### config.mk
export PLATFORM = sky130hd
export DESIGN_NAME = text_screen_ctrl
export DESIGN_NICKNAME = d
export VERILOG_FILES = /design/src/rtl/text_screen_ctrl.sv
export SDC_FILE = /design/constraint.sdc
export NUM_CORES = 1
export LEC_CHECK = 0
export BUFFER_PORTS_ARGS = -buffer_cell sky130_fd_sc_hd__buf_2
export CORE_MARGIN = 1.5
export CORE_UTILIZATION = 56
export DETAILED_ROUTE_END_ITERATION = 8
export GPL_TIMING_DRIVEN = 0
export PLACE_DENSITY = 0.78
export SYNTH_ARGS = -nofsm -noshare
export SYNTH_HDL_FRONTEND = slang
export SYNTH_SLANG_ARGS = --single-unit
### constraint.sdc
create_clock -name clk -period 3.1 [get_ports clk]
set_input_delay 0.465 -clock clk [delete_from_list [all_inputs] [get_ports clk]]
set_output_delay 0.465 -clock clk [all_outputs]
set_load 0.05 [all_outputs]
### src/rtl/text_screen_ctrl.sv
// rtl/text_screen_ctrl.sv - byte pacer, clear-screen burst expander and button arbiter for the text screen generator
module text_screen_ctrl #(
  parameter int COLS = 80,
  parameter int ROWS = 30,
  parameter int GAP  = 1
) (
  input  logic       clk,
  input  logic       reset,
  input  logic [7:0] rx_data,
  input  logic       rx_valid,
  output logic       rx_ready,
  input  logic       btn_up_tick,
  input  logic       btn_down_tick,
  output logic [7:0] scr_data,
  output logic       scr_tick,
  output logic       scr_en,
  output logic       move_up_tick,
  output logic       move_down_tick,
  output logic       busy
);

  localparam logic [2:0] S_IDLE     = 3'd0;
  localparam logic [2:0] S_TICK     = 3'd1;
  localparam logic [2:0] S_WAIT     = 3'd2;
  localparam logic [2:0] S_CLR_HOME = 3'd3;
  localparam logic [2:0] S_CLR_FILL = 3'd4;
  localparam logic [2:0] S_CLR_EOL  = 3'd5;

  localparam logic [7:0] GAP_LD   = 8'(GAP);
  localparam logic [6:0] COL_LAST = 7'(COLS - 1);
  localparam logic [4:0] ROW_LAST = 5'(ROWS - 1);

  localparam logic [7:0] CH_CLEAR = 8'h84;
  localparam logic [7:0] CH_HOME  = 8'h80;
  localparam logic [7:0] CH_SPACE = 8'h20;
  localparam logic [7:0] CH_CR    = 8'h0D;

  logic [2:0] state_q, state_d;
  logic [7:0] gap_q, gap_d;
  logic [6:0] col_q, col_d;
  logic [4:0] row_q, row_d;
  logic       rx_ready_q, rx_ready_d;
  logic [7:0] scr_data_q, scr_data_d;
  logic       scr_tick_q, scr_tick_d;
  logic       scr_en_q, scr_en_d;
  logic       busy_q, busy_d;
  logic       up_pend_q, up_pend_d;
  logic       down_pend_q, down_pend_d;
  logic       move_up_q, move_up_d;
  logic       move_down_q, move_down_d;
  logic       eligible;

  // Next-state: each tick cycle loads the gap counter; the burst states
  // hold for the gap and then issue the next character of the fill pattern.
  always_comb begin
    state_d     = state_q;
    gap_d       = gap_q;
    col_d       = col_q;
    row_d       = row_q;
    rx_ready_d  = rx_ready_q;
    busy_d      = busy_q;
    scr_data_d  = scr_data_q;
    scr_tick_d  = 1'b0;
    case (state_q)
      S_IDLE: begin
        rx_ready_d = 1'b1;
        if (rx_valid && rx_ready_q) begin
          rx_ready_d = 1'b0;
          scr_tick_d = 1'b1;
          gap_d      = GAP_LD;
          if (rx_data == CH_CLEAR) begin
            state_d    = S_CLR_HOME;
            busy_d     = 1'b1;
            scr_data_d = CH_HOME;
            col_d      = 7'd0;
            row_d      = 5'd0;
          end else begin
            state_d    = S_TICK;
            scr_data_d = rx_data;
          end
        end
      end
      S_TICK, S_WAIT: begin
        if (gap_q <= 8'd1) begin
          state_d    = S_IDLE;
          rx_ready_d = 1'b1;
        end else begin
          state_d = S_WAIT;
          gap_d   = gap_q - 8'd1;
        end
      end
      S_CLR_HOME: begin
        if (gap_q != 8'd0) begin
          gap_d = gap_q - 8'd1;
        end else begin
          state_d    = S_CLR_FILL;
          col_d      = 7'd1;
          scr_tick_d = 1'b1;
          scr_data_d = CH_SPACE;
          gap_d      = GAP_LD;
        end
      end
      S_CLR_FILL: begin
        if (gap_q != 8'd0) begin
          gap_d = gap_q - 8'd1;
        end else if (col_q == COL_LAST) begin
          state_d    = S_CLR_EOL;
          scr_tick_d = 1'b1;
          scr_data_d = CH_CR;
          gap_d      = GAP_LD;
        end else begin
          col_d      = col_q + 7'd1;
          scr_tick_d = 1'b1;
          scr_data_d = CH_SPACE;
          gap_d      = GAP_LD;
        end
      end
      S_CLR_EOL: begin
        // The last row ends one cycle early so busy/rx_ready land GAP cycles after the final tick.
        if (row_q == ROW_LAST && gap_q <= 8'd1) begin
          state_d    = S_IDLE;
          busy_d     = 1'b0;
          rx_ready_d = 1'b1;
        end else if (gap_q != 8'd0) begin
          gap_d = gap_q - 8'd1;
        end else begin
          state_d    = S_CLR_FILL;
          row_d      = row_q + 5'd1;
          col_d      = 7'd1;
          scr_tick_d = 1'b1;
          scr_data_d = CH_SPACE;
          gap_d      = GAP_LD;
        end
      end
      default: state_d = S_IDLE;
    endcase
  end

  // Button arbitration: forward only into cycles with no write tick and no burst; up wins over down.
  always_comb begin
    eligible    = !scr_tick_d && !busy_d;
    move_up_d   = up_pend_q && eligible;
    move_down_d = down_pend_q && eligible && !up_pend_q;
    up_pend_d   = (up_pend_q && !move_up_d) || btn_up_tick;
    down_pend_d = (down_pend_q && !move_down_d) || btn_down_tick;
    scr_en_d    = scr_en_q || scr_tick_d;
  end

  // State and output registers with synchronous reset.
  always_ff @(posedge clk) begin
    if (reset) begin
      state_q     <= S_IDLE;
      gap_q       <= 8'd0;
      col_q       <= 7'd0;
      row_q       <= 5'd0;
      rx_ready_q  <= 1'b0;
      scr_data_q  <= 8'h00;
      scr_tick_q  <= 1'b0;
      scr_en_q    <= 1'b0;
      busy_q      <= 1'b0;
      up_pend_q   <= 1'b0;
      down_pend_q <= 1'b0;
      move_up_q   <= 1'b0;
      move_down_q <= 1'b0;
    end else begin
      state_q     <= state_d;
      gap_q       <= gap_d;
      col_q       <= col_d;
      row_q       <= row_d;
      rx_ready_q  <= rx_ready_d;
      scr_data_q  <= scr_data_d;
      scr_tick_q  <= scr_tick_d;
      scr_en_q    <= scr_en_d;
      busy_q      <= busy_d;
      up_pend_q   <= up_pend_d;
      down_pend_q <= down_pend_d;
      move_up_q   <= move_up_d;
      move_down_q <= move_down_d;
    end
  end

  assign rx_ready       = rx_ready_q;
  assign scr_data       = scr_data_q;
  assign scr_tick       = scr_tick_q;
  assign scr_en         = scr_en_q;
  assign busy           = busy_q;
  assign move_up_tick   = move_up_q;
  assign move_down_tick = move_down_q;

endmodule

==> results.sh, run 1 <==
export IMPL_period_needed_ps=2260
export IMPL_wl_met1_um=2020
export IMPL_syn_area_per_cell_um2=8.65
export IMPL_cts_made_buffers=5
export IMPL_synth_edf_count=0
export IMPL_met3_wirelength_um=208
export IMPL_max_freq_mhz=442
export IMPL_overflow=0
export IMPL_synth_flop_cell="dfxtp_1"
export IMPL_n_antenna_cell=0
export IMPL_endpoint_kind="register"
export IMPL_setup_ws_ps=835
export IMPL_h_tree_depth=2
export IMPL_firstDrtPassIters=4
export IMPL_io_pins=27
export IMPL_ys_types=55
export IMPL_io_buffers=26
export IMPL_grt_usage_pct=23.1
export IMPL_ys_ff_latch=39
export IMPL_wl_um=4310
export IMPL_drt_iter0_markers=154
export IMPL_synth_commonest_cells="dfxtp_1, nor2_1, nand2_1"
export IMPL_start_kind="register"
export IMPL_path_clk_slew_ps=120
export IMPL_synthArstFlopShare_pct=0
export IMPL_seq_area_frac_synth_pct=38.1
export IMPL_fin_tns_setup_ps=0
export IMPL_post_place_ws_ps=838
export IMPL_drive_above_1_share_pct=19.2
export IMPL_maxCapViolations=0
export IMPL_cts_root_buf="clkbuf_4"
export IMPL_power_leakage_nw=0.906
export IMPL_post_drt_wl_per_cell_um=13.6
export IMPL_dieWidth_um=63.5
export IMPL_synth_top_area_share_pct=38.1
export IMPL_ctsHoldBuffers=0
export IMPL_synthCells=237
export IMPL_place_inst=309
export IMPL_synth_nets=255
export IMPL_yosys_top_cells_area="dfxtp_1, nor2_1, nand2_1"
export IMPL_rows=21
export IMPL_insertion_delay_ps=350
export IMPL_cp_arrival_ps=2510
export IMPL_critPathRequiredTime_ps=3340
export IMPL_finalClockSkew_ps=11.9
export IMPL_ctsResizeCount=0
export IMPL_rsz0062_at_grt="false"
export IMPL_start_util_pct=60.0
export IMPL_worstSetupPathType="reg2reg"
export IMPL_hold_class="in2reg"
export IMPL_cts_setup_buffers=0
export IMPL_antenna_left=0
export IMPL_post_dp_hpwl_um=3250
export IMPL_finalNetCount=288
export IMPL_grt_pass1_vias=1642
export IMPL_ir_drop_mv=0.484
export IMPL_grt_pass1_wl_um=7380
export IMPL_gp_congestion=0.865
export IMPL_yosys_area_top_type="dfxtp_1"
export IMPL_core_area_mm2=0.00342
export IMPL_top_layer="met4"
export IMPL_dieArea_mm2=0.00403
export IMPL_tightest_slew_ps=755
export IMPL_yosysMostFrequentCell="dfxtp_1"
export IMPL_area_growth_pct=13.4
export IMPL_path_max_fanout=9
export IMPL_tritoncts="yes"
export IMPL_met2_length_um=2040
export IMPL_grt_antenna_before_repair=0
export IMPL_cts_max_path_buffers=2
export IMPL_setup_viol=0
export IMPL_status="finished, final reports clean"
export IMPL_via_per_inst=5.78
export IMPL_hold_viol_final=0
export IMPL_finalCritPeriodShare_pct=73.1
export IMPL_yosysWarnings=0
export IMPL_fin_cells=317
export IMPL_powerDensity_mw_per_mm2=676
export IMPL_final_util_pct=68.1
export IMPL_grt_max_degree=13
export IMPL_total_power_w=0.00157
export IMPL_route_detailed_drc=0
export IMPL_die_h_um=63.5
export IMPL_cts_sinks=39
export IMPL_netlist_area_mm2=0.00205
export IMPL_finalMaxSlewViolations=0
export IMPL_slew_headroom_pct=49.5
export IMPL_routed_via_count=1831
## flip-flops by register name, indices dropped and copies added (netlist names)
register,flops
busy,1
col_q,7
down_pend_q,1
gap_q,8
move_down_tick,1
move_up_tick,1
row_q,5
rx_ready,1
scr_data,8
scr_en,1
scr_tick,1
state_q,3
up_pend_q,1
## layout make-up
cell class / instances / area, um2
sequential: 39 / 781
fill: 299 / 1090
buffer: 13 / 75.1
inverter: 8 / 30.0
clock buffer: 6 / 51.3
tap: 46 / 57.6
clock inverter: 2 / 35.0
multi-input combinational: 177 / 1160
timing repair buffer: 26 / 130
## per-stage QoR
stage	hold slack, ps	area [um2]
floorplan	427	2050
global route	331	2320
finish	329	2320
global placement	439	2240
CTS	321	2320
detailed placement	444	2240
## power breakdown
part | internal [W] | switching (W) | leakage (nW)
Clock | 0.000191 | 0.000166 | 0.0482
Combinational | 0.000236 | 0.000375 | 0.540
Sequential | 0.000556 | 0.0000482 | 0.318
Total | 0.000982 | 0.000589 | 0.906
## path summary, 6_finish.rpt
path / cells after the start / start / slack [ps] / endpoint
setup / recovery: 8 / gap_q[0] / 840 / gap_q[6]
hold / removal: 2 / btn_up_tick / 330 / up_pend_q
setup reg to reg: 8 / gap_q[0] / 840 / gap_q[6]
hold reg to reg: 2 / scr_data[1] / 460 / scr_data[1]
## layer usage
layer / track usage, % / vias to the layer above
li1: - / 935
met1: 29.7 / 845
met2: 37.6 / 47
met3: 5.71 / 4
met4: 7.88 / 0
met5: 0 / -
## cells by family (layout without fill, tap and decap cells)
logic type | after synthesis | count (layout) | share of synthesized area, %
AOI/OAI and AO/OA | 62 | 62 | 21.8
xor gates and xnor gates | 9 | 9 | 3.84
adders and majority gates | 5 | 5 | 3.05
buffers and inverters | 21 | 55 | 5.13
DFF | 39 | 39 | 38.1
muxes | 2 | 2 | 0.976
and+or+nand+nor | 99 | 99 | 27.1
## cells in the final DEF, fill, tap and decap left out, drive strengths merged, types with 2 or more instances in the layout
master	netlist	layout
buf	4	30
inv	8	8
mux2i	2	2
dfxtp	39	39
a31oi	2	2
nand4	6	6
nor4b	5	5
a211oi	10	10
nand3	10	10
or2	3	3
o21ai	11	11
nand2	19	19
a221oi	2	2
nor2	26	26
xnor2	6	6
nor2b	2	2
clkbuf	9	15
xor2	3	3
and4	2	2
nor3	9	9
and3b	3	3
a21o	2	2
o21a	4	4
a21oi	14	14
o211a	2	2
ha	5	5
o211ai	2	2
a2111oi	2	2
and3	4	4
nor4	5	5
## critical path, cell delays in order (launching register included)
cell     delay, ps
dfxtp_1        360
inv_1           70
ha_1           180
or3b_2         520
or2_4          280
o21a_1         200
buf_6          140
nand2_1        210
o21ba_2        200
(Power assumes the default switching activity.)
==> run 2: changes to the inputs <==
Settings changed: ABC_AREA from default to 1, PLACE_DENSITY 0.78 to 0.77.
Clock period 3.1 ns to 2.27 ns, I/O delays scaled along.
==> run 2 against run 1 <==
Core utilization is 3.2 points lower. Global-route usage is 1.8 points higher. Synthesized area is 12% higher. Via count is 18% higher. Cell count is 30% higher. Worst hold slack worse by 62 ps. Die area is 11% higher. Critical path type unchanged. Largest cell class unchanged.
==> results.sh, run 2 <==
export IMPL_min_from="btn_up_tick"
export IMPL_critPathMaxStageDelay_ps=360
export IMPL_dieArea_mm2=0.00450
export IMPL_worstSetupPathType="reg2reg"
export IMPL_status="finished, final reports clean"
export IMPL_max_freq_mhz=514
export IMPL_rr_worst_depth=9
export IMPL_rrSetupSlack_ps=320
export IMPL_critPathRequiredTime_ps=2510
export IMPL_path_cells="inv_1, ha_1, o21ai_0, nor2_4, nand3_4, nand2_1, nor2_4, o21ai_0, a21oi_1"
export IMPL_final_util_pct=64.9
export IMPL_p_sw_w=0.000821
export IMPL_yosys_area_top_type="dfxtp_1"
export IMPL_netlist_area_mm2=0.00230
export IMPL_drive_above_1_share_pct=18.5
export IMPL_p_int_w=0.00118
export IMPL_die_h_um=67.1
export IMPL_synthCells=330
export IMPL_final_common_cell="nand2_1"
export IMPL_start_kind="register"
export IMPL_tightest_slew_ps=611
export IMPL_route_detailed_drc=0
export IMPL_num_fill_cells=362
export IMPL_h_tree_depth=2
export IMPL_ctsHoldBuffers=0
export IMPL_finalClockSkew_ps=4.44
export IMPL_rsz0062_at_grt="false"
export IMPL_finalNetCount=380
export IMPL_ctsResizeCount=0
export IMPL_fin_tns_setup_ps=0
export IMPL_synth_fa_ha_area_share_pct=2.72
export IMPL_yosysMostFrequentCell="nand2_1"
export IMPL_endpoint_kind="register"
export IMPL_synth_area_mux_share_pct=0
export IMPL_hold_viol_final=0
export IMPL_synth_commonest_cells="nand2_1, nor2_1, dfxtp_1"
export IMPL_ir_drop_mv=0.508
export IMPL_via_per_inst=5.21
export IMPL_cts_setup_buffers=0
export IMPL_start_util_pct=57.8
export IMPL_combPwrFrac_pct=36.1
export IMPL_synth_flop_cell="dfxtp_1"
export IMPL_r2r_end="gap_q[0]"
export IMPL_synth_top_family_by_area="simple AND/OR/NAND/NOR gates"
export IMPL_final_cell_mix="nand2_1, nor2_1, dfxtp_1"
export IMPL_clkPwrFrac_pct=24.8
export IMPL_grt_usage_pct=24.9
export IMPL_place_area_mm2=0.00248
export IMPL_ys_ff_latch=39
export IMPL_synth_xor_area_share_pct=4.58
export IMPL_whs_path_depth=3
export IMPL_maxCapViolations=0
export IMPL_insertion_delay_ps=300
export IMPL_yosys_area_share_simple_pct=40.3
export IMPL_slowest_stage="dfxtp_1"
export IMPL_post_drt_wl_per_cell_um=12.5
export IMPL_wl_um=5160
export IMPL_grt_pass1_vias=1917
export IMPL_synth_edf_count=0
export IMPL_ys_types=29
export IMPL_cts_sinks=39
export IMPL_yosys_top_cells_area="dfxtp_1, nand2_1, nor2_1"
export IMPL_finalCritPeriodShare_pct=85.7
export IMPL_overflow=0
export IMPL_setup_viol=0
export IMPL_power_leakage_nw=1.10
export IMPL_synth_compound_area_share_pct=11.7
export IMPL_io_pins=27
export IMPL_powerDensity_mw_per_mm2=775
export IMPL_seq_area_frac_synth_pct=34.0
export IMPL_area_growth_pct=12.2
export IMPL_yosysWarnings=0
export IMPL_synth_nets=348
export IMPL_cts_max_path_buffers=2
export IMPL_synth_top_area_share_pct=34.0
export IMPL_stdcell_area_mm2=0.00258
export IMPL_dieWidth_um=67.1
export IMPL_crit_reg2reg_launch="gap_q[0]"
export IMPL_io_buffers=25
export IMPL_synthArstFlopShare_pct=0
export IMPL_rows=23
export IMPL_drt_iter0_markers=115
export IMPL_firstDrtPassIters=5
export IMPL_antenna_left=0
export IMPL_hold_class="in2reg"
export IMPL_cts_made_buffers=5
export IMPL_cts_root_buf="clkbuf_8"
export IMPL_post_dp_hpwl_um=3870
export IMPL_syn_area_per_cell_um2=6.96
export IMPL_p_seq_share_pct=39.1
export IMPL_min_to="up_pend_q"
export IMPL_n_antenna_cell=0
export IMPL_finalMaxSlewViolations=0
export IMPL_core_area_mm2=0.00397
export IMPL_slew_headroom_pct=59.3
export IMPL_period_needed_ps=1950
export IMPL_path_clk_slew_ps=80
export IMPL_grt_pass1_wl_um=8570
export IMPL_grt_antenna_before_repair=0
export IMPL_tritoncts="yes"
export IMPL_cp_arrival_ps=2180
export IMPL_switching_share_pct=41.1
export IMPL_routed_via_count=2153
export IMPL_path_max_fanout=10
export IMPL_grt_max_degree=15
export IMPL_gp_congestion=0.908
==> run 2: area by class of cell <==
type	instances	area [um2]	area share (%)
timing repair buffer	25	125	4.85
sequential	39	781	30.3
buffer	7	42.5	1.65
clock inverter	3	23.8	0.922
multi-input combinational	254	1360	52.8
clock buffer	5	68.8	2.67
inverter	30	113	4.37
tap	50	62.6	2.43
==> run 2: routing by layer <==
layer	share of wire, %	GRT usage (%)	vias up
li1	-	-	1123
met4	1.4	8.42	0
met3	4.3	3.55	8
met2	47	41.5	54
met1	48	32.7	968
met5	0	0	-
==> run 2: power groups by stage <==
stage          logic, W  clock network (W)  registers (W)
6_report       0.000722           0.000495       0.000780
5_1_grt        0.000793           0.000522       0.000788
4_1_cts        0.000724           0.000494       0.000780
3_5_place_dp   0.000721                  0       0.000795
3_3_place_gp   0.000710                  0       0.000793
2_1_floorplan  0.000477                  0       0.000890
==> run 2: through the flow <==
| stage | hold slack, ps | power [W] | instances | worst slack [ps] |
|---|---|---|---|---|
| floorplan | 438 | 0.00137 | 330 | 620 |
| global placement | 449 | 0.00150 | 405 | 383 |
| detailed placement | 450 | 0.00152 | 405 | 339 |
| CTS | 268 | 0.00200 | 413 | 306 |
| global route | 286 | 0.00210 | 413 | 142 |
| finish | 267 | 0.00200 | 413 | 325 |
==> run 2: cell families (layout without fill, tap and decap cells) <==
kind of cell / after synthesis / count (layout)
AND/OR/NAND/NOR: 187 / 187
AO/OA/AOI/OAI: 50 / 50
flip-flops: 39 / 39
buffers and inverters: 37 / 70
XOR/XNOR: 12 / 12
adder cells (fa/ha/maj): 5 / 5
==> run 2: worst max-delay path, delay by kind of cell (launching register included) <==
kind | cells | cell delay, ps
buf+inv | 1 | 90
simple gates | 4 | 570
compound gates | 3 | 620
flops | 1 | 360
fa+ha+maj | 1 | 240
==> run 2: how the worst max path moves through the flow <==
stage	startpoint	to	slack [ps]	depth (start not counted)
4_1_cts	gap_q[0]	gap_q[0]	310	9
3_3_place_gp	gap_q[0]	gap_q[0]	380	9
2_1_floorplan	gap_q[0]	gap_q[2]	620	10
5_1_grt	gap_q[0]	gap_q[4]	140	9
3_5_place_dp	gap_q[0]	gap_q[0]	340	9
6_report	gap_q[0]	gap_q[0]	320	9
==> run 3: changes to the inputs <==
Settings changed: ABC_AREA 1 to default, PLACE_DENSITY 0.77 to 0.78.
==> run 3 against run 2 <==
Critical endpoint is now col_q[0]. Core utilization grew 3.3 points. Register-to-register slack worse by 230 ps. Setup slack worse by 230 ps. Non-clock buffer count increased by 7. Flip-flop and latch count did not move. Sequential power rose by 5.9%. Clock-buffer cell count grew 1. Design area fell by 9.6%. Clock skew rose by 7.7 ps. Maximum frequency fell by 11%. Via count is 15% lower.
==> results.sh, run 3 (synthesized netlist as in run 1, its figures left out) <==
export IMPL_status="finished, final reports clean"
export IMPL_firstDrtPassIters=5
export IMPL_area_growth_pct=13.7
export IMPL_overflow=0
export IMPL_period_needed_ps=2180
export IMPL_cp_arrival_ps=2410
export IMPL_start_kind="register"
export IMPL_min_from="btn_up_tick"
export IMPL_worstSetupPathType="reg2reg"
export IMPL_finalMaxSlewViolations=0
export IMPL_io_buffers=26
export IMPL_dieArea_mm2=0.00403
export IMPL_endpoint_kind="register"
export IMPL_hold_viol_final=0
export IMPL_insertion_delay_ps=350
export IMPL_finalClockSkew_ps=12.1
export IMPL_tritoncts="yes"
export IMPL_min_to="up_pend_q"
export IMPL_combPwrFrac_pct=39.1
export IMPL_antenna_left=0
export IMPL_grt_pass1_vias=1642
export IMPL_finalCritPeriodShare_pct=95.9
export IMPL_post_drt_wl_per_cell_um=13.6
export IMPL_drt_iter0_markers=154
export IMPL_crit_reg2reg_launch="gap_q[2]"
export IMPL_gp_congestion=0.865
export IMPL_power_leakage_nw=0.910
export IMPL_rows=21
export IMPL_grt_antenna_before_repair=0
export IMPL_path_clk_slew_ps=120
export IMPL_final_cell_mix="dfxtp_1, nor2_1, buf_2"
export IMPL_slew_headroom_pct=49.4
export IMPL_ctsHoldBuffers=0
export IMPL_via_per_inst=5.74
export IMPL_clkPwrFrac_pct=22.6
export IMPL_setup_viol=0
export IMPL_path_max_fanout=10
export IMPL_switching_share_pct=37.3
export IMPL_n_antenna_cell=0
export IMPL_wl_um=4330
export IMPL_route_detailed_drc=0
export IMPL_whs_path_depth=2
export IMPL_fin_tns_setup_ps=0
export IMPL_h_tree_depth=2
export IMPL_p_seq_share_pct=38.3
export IMPL_final_common_cell="dfxtp_1"
export IMPL_drive_above_1_share_pct=19.9
export IMPL_p_sw_w=0.000804
export IMPL_io_pins=27
export IMPL_critPathRequiredTime_ps=2500
export IMPL_core_area_mm2=0.00342
export IMPL_hold_class="in2reg"
export IMPL_finalNetCount=288
export IMPL_cts_setup_buffers=0
export IMPL_hold_ws_ps=205
export IMPL_post_place_ws_ps=25.9
export IMPL_cts_sinks=39
export IMPL_rsz0062_at_grt="false"
export IMPL_grt_max_degree=13
export IMPL_cts_root_buf="clkbuf_4"
export IMPL_tightest_slew_ps=757
export IMPL_start_util_pct=60.0
export IMPL_dieWidth_um=63.5
export IMPL_routed_via_count=1821
export IMPL_maxCapViolations=0
export IMPL_rr_worst_depth=8
export IMPL_rrSetupSlack_ps=90
export IMPL_setup_ws_ps=92.3
export IMPL_final_util_pct=68.2
export IMPL_grt_pass1_wl_um=7380
export IMPL_cts_made_buffers=5
export IMPL_ir_drop_mv=0.683
export IMPL_r2r_end="col_q[0]"
export IMPL_grt_usage_pct=23.1
export IMPL_max_freq_mhz=459
export IMPL_die_h_um=63.5
export IMPL_cts_max_path_buffers=2
export IMPL_p_int_w=0.00135
export IMPL_post_dp_hpwl_um=3250
export IMPL_powerDensity_mw_per_mm2=925
==> run 3: cell types whose count changed in the layout (fill, tap and decap cells not counted), sizes merged, moves of 6 or more <==
cell    delta
xor2       -6
nand2     -78
clkbuf     +6
inv       -23
a211oi     +8
a21oi     -19
nand3     -12
nor2      -30
==> run 3: per-stage QoR <==
| step | power [W] | cells | cell area, um2 |
|---|---|---|---|
| after CTS | 0.00216 | 317 | 2330 |
| after detailed placement | 0.00167 | 309 | 2240 |
| after floorplan | 0.00151 | 237 | 2050 |
| final | 0.00216 | 317 | 2330 |
| after global placement | 0.00166 | 309 | 2240 |
| after global routing | 0.00230 | 317 | 2330 |
==> run 3: layout make-up <==
| type | count | area [um2] |
|---|---|---|
| Multi-Input combinational cell | 177 | 1170 |
| Fill cell | 299 | 1080 |
| Sequential cell | 39 | 781 |
| Timing Repair Buffer | 26 | 130 |
| Buffer | 13 | 76.3 |
| Tap cell | 46 | 57.6 |
| Clock buffer | 6 | 51.3 |
| Clock inverter | 2 | 35.0 |
| Inverter | 8 | 30.0 |
==> run 3: repair_timing <==
item,4_1_cts,5_1_grt
resized for setup,1,3
endpoints found under the hold margin,0,0
endpoints found under the setup margin,1,10
==> run 3: metal layers <==
metal	routed length, um	share of wire, %	track usage (%)	vias to the layer above
met3	218	5.0	5.71	5
met1	2040	47	29.7	831
li1	-	-	-	934
met4	57	1.3	7.88	0
met5	0	0	0	-
met2	2010	46	37.6	51
==> run 3: worst max-delay path by stage <==
stage | startpoint | slack (ps) | depth (start not counted) | endpoint
4_1_cts | gap_q[0] | 1 | 9 | col_q[0]
3_3_place_gp | gap_q[0] | 50 | 8 | gap_q[6]
6_report | gap_q[2] | 90 | 8 | col_q[0]
3_5_place_dp | gap_q[0] | 30 | 8 | gap_q[6]
2_1_floorplan | gap_q[0] | 160 | 9 | col_q[0]
5_1_grt | state_q[2] | 20 | 8 | col_q[4]
==> run 3: worst max-delay path, stage by stage, from the launching register on <==
cell and delay [ps]:
dfxtp_1 370, or4_4 540, buf_6 160, or2_4 270, o21a_1 200, buf_6 140, buf_6 140, o211ai_2 170
o41ai_2 80
==> run 3: power by group through the flow <==
stage / Sequential [W] / Clock, W / Combinational, W
floorplan: 0.000915 / 0 / 0.000600
global placement: 0.000839 / 0 / 0.000818
global route: 0.000837 / 0.000532 / 0.000928
detailed placement: 0.000842 / 0 / 0.000828
CTS: 0.000826 / 0.000500 / 0.000833
finish: 0.000826 / 0.000487 / 0.000843
